$ cat config.mk
export PLATFORM = sky130hd
export DESIGN_NAME = wb_sram_ctrl
export DESIGN_NICKNAME = d
export VERILOG_FILES = /design/src/rtl/wb_sram_ctrl_pkg.sv /design/src/rtl/wb_sram_ctrl.sv
export SDC_FILE = /design/constraint.sdc
export NUM_CORES = 1
export LEC_CHECK = 0
export CAP_MARGIN = 10
export CORE_ASPECT_RATIO = 0.6
export CORE_MARGIN = 2
export CORE_UTILIZATION = 43
export CTS_CLUSTER_SIZE = 14
export DETAILED_ROUTE_END_ITERATION = 6
export PLACE_DENSITY = 0.95
export SLEW_MARGIN = 10
export SYNTH_ARGS = -nofsm -noshare
export SYNTH_HDL_FRONTEND = slang
export SYNTH_SLANG_ARGS = --single-unit
$ cat constraint.sdc
create_clock -name clk -period 10.1 [get_ports clk]
set_input_delay 1.515 -clock clk [delete_from_list [all_inputs] [get_ports clk]]
set_output_delay 1.515 -clock clk [all_outputs]
set_load 0.01 [all_outputs]
$ cat src/rtl/wb_sram_ctrl_pkg.sv
// Shared definitions for the Wishbone-to-asynchronous-SRAM controller:
// device select codes, state encoding and select decoding.
package wb_sram_ctrl_pkg;

    localparam logic [15:0] SRAM_SEL_BASE = 16'h0001;
    localparam logic [15:0] SRAM_SEL_EXT  = 16'h0002;
    localparam logic [15:0] SRAM_SEL_NONE = 16'h0000;
    localparam int          SRAM_ADDR_W   = 20;

    localparam logic        RST_ENABLE    = 1'b0;
    localparam logic [31:0] ZERO_WORD     = 32'h0000_0000;
    localparam logic        WRITE_ENABLE  = 1'b1;
    localparam logic        TRUE_V        = 1'b1;

    typedef enum logic [2:0] {
        SRAM_IDLE     = 3'd0,
        SRAM_RD       = 3'd1,
        SRAM_WR_SETUP = 3'd2,
        SRAM_WR_PULSE = 3'd3,
        SRAM_WR_HOLD  = 3'd4,
        SRAM_DONE     = 3'd5,
        SRAM_ERR      = 3'd6
    } sram_state_e;

    typedef enum logic [1:0] {
        SEL_NONE    = 2'd0,
        SEL_BASE    = 2'd1,
        SEL_EXT     = 2'd2,
        SEL_ILLEGAL = 2'd3
    } sel_kind_e;

    // Classify the one-hot device select: only a lone bit0 or a lone bit1
    // addresses an SRAM chip; anything else non-zero is an illegal request.
    function automatic sel_kind_e decode_select(input logic [15:0] sel);
        sel_kind_e kind;
        case (sel)
            SRAM_SEL_NONE: kind = SEL_NONE;
            SRAM_SEL_BASE: kind = SEL_BASE;
            SRAM_SEL_EXT:  kind = SEL_EXT;
            default:       kind = SEL_ILLEGAL;
        endcase
        return kind;
    endfunction

endpackage

$ cat src/rtl/wb_sram_ctrl.sv
// Wishbone slave sequencing full-word accesses to two asynchronous 32-bit
// SRAM chips (base and ext) sharing one address/data/control bus.
// Every output is a register; the next-cycle output values are computed
// together with the next state so the outputs behave as Moore outputs.
module wb_sram_ctrl
    import wb_sram_ctrl_pkg::*;
#(
    parameter int RD_WAIT = 2,
    parameter int WR_WAIT = 2,
    parameter int ADDR_W  = SRAM_ADDR_W
) (
    input  logic              clk,
    input  logic              rst,
    input  logic [31:0]       wb_addr_i,
    input  logic [31:0]       wb_data_i,
    input  logic              wb_we_i,
    input  logic [15:0]       wb_select_i,
    output logic [31:0]       wb_data_o,
    output logic              wb_ack_o,
    output logic [ADDR_W-1:0] sram_addr_o,
    input  logic [31:0]       sram_data_i,
    output logic [31:0]       sram_data_o,
    output logic              sram_data_oe,
    output logic [3:0]        sram_be_n,
    output logic              base_ce_n,
    output logic              ext_ce_n,
    output logic              sram_oe_n,
    output logic              sram_we_n
);

    localparam logic [3:0] RD_CNT_INIT = 4'(RD_WAIT - 1);
    localparam logic [3:0] WR_CNT_INIT = 4'(WR_WAIT - 1);

    sram_state_e state_r;
    logic [3:0]  cnt_r;
    sel_kind_e   sel_kind_s;
    logic        unused_addr_s;

    assign sel_kind_s    = decode_select(wb_select_i);
    // Byte-offset and above-window address bits do not reach the SRAM.
    assign unused_addr_s = ^{wb_addr_i[31:ADDR_W+2], wb_addr_i[1:0]};

    // Access sequencer: state, wait counter and all registered bus outputs.
    always_ff @(posedge clk) begin
        if (rst == RST_ENABLE) begin
            state_r      <= SRAM_IDLE;
            cnt_r        <= 4'd0;
            wb_ack_o     <= 1'b0;
            wb_data_o    <= ZERO_WORD;
            sram_addr_o  <= {ADDR_W{1'b0}};
            sram_data_o  <= ZERO_WORD;
            sram_data_oe <= 1'b0;
            sram_be_n    <= 4'b1111;
            base_ce_n    <= 1'b1;
            ext_ce_n     <= 1'b1;
            sram_oe_n    <= 1'b1;
            sram_we_n    <= 1'b1;
        end else begin
            sram_be_n <= 4'b0000;
            wb_ack_o  <= 1'b0;
            case (state_r)
                SRAM_IDLE: begin
                    case (sel_kind_s)
                        SEL_BASE, SEL_EXT: begin
                            sram_addr_o <= wb_addr_i[ADDR_W+1:2];
                            base_ce_n   <= (sel_kind_s == SEL_BASE) ? 1'b0 : 1'b1;
                            ext_ce_n    <= (sel_kind_s == SEL_EXT)  ? 1'b0 : 1'b1;
                            if (wb_we_i == WRITE_ENABLE) begin
                                sram_data_o  <= wb_data_i;
                                sram_data_oe <= 1'b1;
                                state_r      <= SRAM_WR_SETUP;
                            end else begin
                                sram_oe_n <= 1'b0;
                                cnt_r     <= RD_CNT_INIT;
                                state_r   <= SRAM_RD;
                            end
                        end
                        SEL_ILLEGAL: begin
                            wb_ack_o  <= 1'b1;
                            wb_data_o <= ZERO_WORD;
                            state_r   <= SRAM_ERR;
                        end
                        default: begin
                            state_r <= SRAM_IDLE;
                        end
                    endcase
                end
                SRAM_RD: begin
                    if (cnt_r == 4'd0) begin
                        wb_data_o <= sram_data_i;
                        wb_ack_o  <= 1'b1;
                        base_ce_n <= 1'b1;
                        ext_ce_n  <= 1'b1;
                        sram_oe_n <= 1'b1;
                        state_r   <= SRAM_DONE;
                    end else begin
                        cnt_r <= cnt_r - 4'd1;
                    end
                end
                SRAM_WR_SETUP: begin
                    sram_we_n <= 1'b0;
                    cnt_r     <= WR_CNT_INIT;
                    state_r   <= SRAM_WR_PULSE;
                end
                SRAM_WR_PULSE: begin
                    if (cnt_r == 4'd0) begin
                        sram_we_n <= 1'b1;
                        state_r   <= SRAM_WR_HOLD;
                    end else begin
                        cnt_r <= cnt_r - 4'd1;
                    end
                end
                SRAM_WR_HOLD: begin
                    base_ce_n    <= 1'b1;
                    ext_ce_n     <= 1'b1;
                    sram_data_oe <= 1'b0;
                    wb_ack_o     <= 1'b1;
                    state_r      <= SRAM_DONE;
                end
                SRAM_DONE: begin
                    state_r <= SRAM_IDLE;
                end
                SRAM_ERR: begin
                    state_r <= SRAM_IDLE;
                end
                default: begin
                    base_ce_n    <= 1'b1;
                    ext_ce_n     <= 1'b1;
                    sram_oe_n    <= 1'b1;
                    sram_we_n    <= 1'b1;
                    sram_data_oe <= 1'b0;
                    state_r      <= SRAM_IDLE;
                end
            endcase
        end
    end

endmodule

Word level (Yosys, flattened, before mapping) --
Cells that the tools add are included.
Cells by class: $add $sub $neg 1, multiply operators 0, divide/modulo/power cells 0, $lt $le $gt $ge 0, equality and inequality tests 18, shifts and indexed selects 0, muxes and demuxes 31, bitwise logic cells 4, reduce and logical (&&, ||, !) cells 20
Operators with widths (number):
- $mux W32 | 2
- $pmux W32 S2 | 1
- $eq A16 B1 Y1 const B | 1
- $eq A16 B2 Y1 const B | 1
- $logic_not A16 Y1 | 1
- $mux W4 | 4
- $pmux W1 S3 | 5
- $pmux W3 S5 | 1
- $reduce_or A5 Y1 | 3
- $pmux W4 S3 | 1
- $reduce_and A3 Y1 | 4
- $mux W1 | 11
- $ne A2 B2 Y1 const B | 5
- $eq A3 B3 Y1 const B | 3
- $reduce_and A4 Y1 | 2
- $eq A3 B2 Y1 const B | 2
- $mux W3 | 2
- $pmux W2 S3 | 1
- $pmux W3 S2 | 1
- $reduce_and A2 Y1 | 3
- $eq A2 B2 Y1 const B | 2
- $logic_not A4 Y1 | 1
- $ne A2 B1 Y1 const B | 2
- $not A1 Y1 | 4
- 10 further kinds | 11
Word-level totals: flip-flop bits (word level) 101, latch bits 0, bits in writable memories 0, ROM bits 0, word-level logic and storage cells 86, memories 0

Logic depth before layout (Yosys ltp) --
word-level depth 6, mapped depth 10

Least setup slack after synthesis --
No wires, ideal clock.
kind input to register, start point input wb_select_i[9], end point register sram_data_o[22], setup time 70 ps, arrival 4208 ps, data required time 10030 ps, slack 5822 ps, stages on the path 10, path buffers 2, path through or4_1 > nor4b_1 > nand3b_1 > ha_1 > nor4_1 > and2_1 > clkbuf_1 > clkbuf_1 > nand2_1 > a21oi_1
Between the ends: word-level cells in the longest chain between the ends 5
RTL lines:
- from (decl) | RTL line wb_sram_ctrl.sv:17 | input logic [15:0] wb_select_i,
- $eq A16 B2 Y1 (tied with other cells) | RTL line wb_sram_ctrl_pkg.sv:36 | case (sel)
- $pmux W2 S3 (*) | RTL line wb_sram_ctrl_pkg.sv:36
- $eq A2 B1 Y1 / $eq A2 B2 Y1 (equally long branches) | RTL line wb_sram_ctrl.sv:63 | case (sel_kind_s)
- $reduce_or A2 Y1 (*) | RTL line wb_sram_ctrl.sv:63
- $reduce_and A3 Y1 (no source line) (*)
- to (signal assigned) | RTL line wb_sram_ctrl.sv:69 | sram_data_o <= wb_data_i;
- to (decl) | RTL line wb_sram_ctrl.sv:22 | output logic [31:0] sram_data_o,
Every way passes the cells marked *; elsewhere a longest branch is shown, timed or not. A chain may end at the register's enable or synchronous reset.

Worst setup path after layout --
start point input wb_select_i[13], end point register sram_data_o[24]
The elaborated chain is that of the path after synthesis.

==> qor.yml <==
overflow: 0
worst_hold_path_type: "register to register"
pwr-share-comb_pct: 26.2
crit_path_start_kind: "input pin"
p_int_uw: 765
hold_buffers: 0
synth-warning-count: 0
cellLeakagePower_uw: 0.00216
synth-main-ff-cell: "dfxtp_1"
drcViolationCount: 0
dr.pass1.iters: 5
irDropWorstVdd_uv: 121
power_frac_clock_pct: 32.6
stdcell_count: 782
synthCells: 479
dp_cells: 766
critical_path_cell_list: "clkdlybuf4s50_1 -> or4_4 -> nor4b_1 -> nand3b_1 -> ha_1 -> nor4_2 -> and2_1 -> nand2_1 -> a21oi_1"
outcome: "complete, no violations"
chipHeight_um: 79.3
required_ns: 10.34
clockRootBuffer: "clkbuf_16"
last_weighted_congestion_value_of_the_routability_driven_placer: 0.831
floorplan.initialDensity_pct: 44.2
detailed_place_hpwl_mm: 8.49
fin_max_slew_vios: 0
yosysSeqAreaShare_pct: 48.3
ctsResizeCount: 0
grtUsageTotal_pct: 22.2
critical-path-slowest-cell: "and2_1"
max_freq_ghz: 0.195
post-route-period-util_pct: 50.7
tritoncts: "built"
critical_path_peak_fanout: 33
residual_antenna_violating_net_count_after_detailed_routing: 0
antenna-diode-count: 0
clk_transition_reported_paths_ns: 0.07
endpoint_kind: "register"
yosys.cell_types.count: 43
grt_setup_unrepaired: "false"
postLayoutCoreUtil_pct: 68.6
synth_fp_nets: 598
route.detailed.vias_per_inst: 5.17
largest_net_degree_at_the_start_of_global_routing: 73
fin_nets: 766
power_density_over_cell_area_nw_per_um2: 175
max_cap_violations: 0
clock_path_buffers: 2
fin_setup_tns_ns: 0
cts.repair_timing.setup_buffer_count: 0
count_of_input_and_output_buffers: 196
cts.htree.levels: 3
syn-mean-instance-area_um2: 8.48
floorplan.die_area_um2: 10300
critical_path_arrival_ns: 5.37
critical_path_class: "input pin to register"
first_global_vias: 3901
pin_count: 209
drt-wirelength-per-cell_um: 14.9
placeableCoreArea_um2: 9190
totalPowerFinal_uw: 1100
period_minus_slack_ns: 5.12
drt_iter0_markers: 294
routed-via-count: 4045
synth-edff-count: 0
grt_pass1_wl_mm: 18.4
timing.critical_path.max_delay_family: "simple AND/OR/NAND/NOR gates"
placedInstanceArea_um2: 5990
switching_fraction_of_total_power_pct: 30.7
setup-violations-final: 0
worst_clock_skew_ns: 0.00676
grt_antenna_before_repair: 0
cts_inserted_buffers: 9
synth-seq-cells: 98
dieWidth_um: 129
relative_area_change_from_synthesis_to_final_layout_pct: 55.3
clock-sinks: 98
max_slew.worst_pin.slew_ns: 1.09
post-route-cell-area_um2: 6310
core.rowCount: 27
synth.cell_area_um2: 4060
synth_async_sr_flop_share_pct: 0
clock_latency_ns: 0.33
critPathBufInv: 1
crit_path_max_incr_delay_ns: 0.91
final_layout_size_suffix_gt1_share_pct: 8.74
max-slew-margin-rel_pct: 27.4
final_hold_viol_count: 0
netSwitchingPower_uw: 339
drt_wl_total_mm: 11.6
sequentialPowerShare_pct: 41.2
cell type report:
class,count,area [um2]
well taps,130,163
fillers,697,2880
flip-flops and latches,98,1960
repair buffers,200,1990
inverters,7,26.3
multi-input cells,331,1850
clock buffers,9,225
clock inverters,7,93.8
flip-flops by register name (all words and copies together), names as in the netlist:
name / count
cnt_r: 4
sram_we_n: 1
base_ce_n: 1
sram_be_n: 1
sram_data_o: 32
sram_addr_o: 20
ext_ce_n: 1
sram_data_oe: 1
sram_oe_n: 1
state_r: 3
wb_ack_o: 1
wb_data_o: 32
worst min-delay path: cells and delay by family (launching register included):
kind             cells  cell delay, ns
AND/OR/NAND/NOR      1            0.05
flip-flops           1            0.31
AO/OA/AOI/OAI        1            0.05
synth_stat cells (2+ instances only):
master       n  area (um2)
or4_4        2        22.5
nor4b_1      2        17.5
clkbuf_1    30         113
nor4_1       2        12.5
o21ai_0      7        35.0
or4_1        2        15.0
inv_1        7        26.3
ha_1         4        50.1
nand3_1     34         170
nor3_1       3        15.0
nand4_1      3        18.8
o21a_1       3        22.5
buf_12       3        60.1
o22ai_2     30         375
nand2b_1     3        18.8
o22ai_1      2        12.5
nand2_1    144         541
a2bb2oi_1    2        17.5
and2_1       3        18.8
buf_1        5        18.8
dfxtp_1     98        1960
a21oi_1     59         295
nor2_1       8        30.0
buf_4        4        30.0
metal layers:
metal	vias up	share of wire [%]	global-route usage [%]
met1	1903	41	25.8
met3	24	6.7	5.66
met5	-	0	0
li1	1963	-	-
met2	155	50	39.7
met4	0	2.2	8.17
path summary, 6_finish.rpt:
kind	start	to	slack, ns	depth (start not counted)
setup / recovery	wb_select_i[13]	sram_data_o[24]$_SDFFE_PN0P_	4.98	9
hold / removal	sram_addr_o[16]$_SDFFE_PN0P_	sram_addr_o[16]$_SDFFE_PN0P_	0.45	2
hold reg to reg	sram_addr_o[16]$_SDFFE_PN0P_	sram_addr_o[16]$_SDFFE_PN0P_	0.45	2
setup reg to reg	state_r[0]$_SDFFE_PN0P_	ext_ce_n$_SDFFE_PN1P_	7.59	5
cells in the final DEF, fill, tap and decap left out, types with 2 or more instances in the layout:
cell type	count
nand2_1	143
ha_1	4
o21ai_0	7
inv_1	6
and2_1	2
nor3_1	3
clkdlybuf4s50_1	195
nor4b_1	2
dfxtp_1	98
bufinv_16	2
o21a_1	3
a2bb2oi_1	2
clkinv_2	2
nand2b_1	3
clkinvlp_4	2
o22ai_2	30
clkbuf_16	9
or4_4	2
buf_4	4
nor2_1	8
nand3_1	34
o22ai_1	2
a21oi_1	59
or4_1	2
nand4_1	3
power by group through the flow:
stage / Sequential [uW] / Combinational [uW] / Clock [uW]
after floorplan: 454 / 215 / 0
after global placement: 459 / 274 / 0
after detailed placement: 462 / 285 / 0
after CTS: 454 / 289 / 367
after global routing: 461 / 311 / 382
final: 455 / 289 / 359
cell families (layout without fill, tap and decap cells):
group,after synthesis,after routing,synth area share [%]
simple gates,214,214,23.3
fa+ha+maj,4,4,1.23
flops,98,98,48.3
buf+inv,50,223,6.38
compound gates,111,111,20.3
xor+xnor,2,2,0.431
metrics by stage:
step           hold slack (ns)  setup WS [ns]
5_1_grt                  0.469           4.66
3_5_place_dp             0.447           4.68
2_1_floorplan            0.466           5.82
4_1_cts                  0.456           5.03
3_3_place_gp             0.441           4.99
6_report                 0.455           4.98
Note: power is estimated with default switching activity, not from simulation.
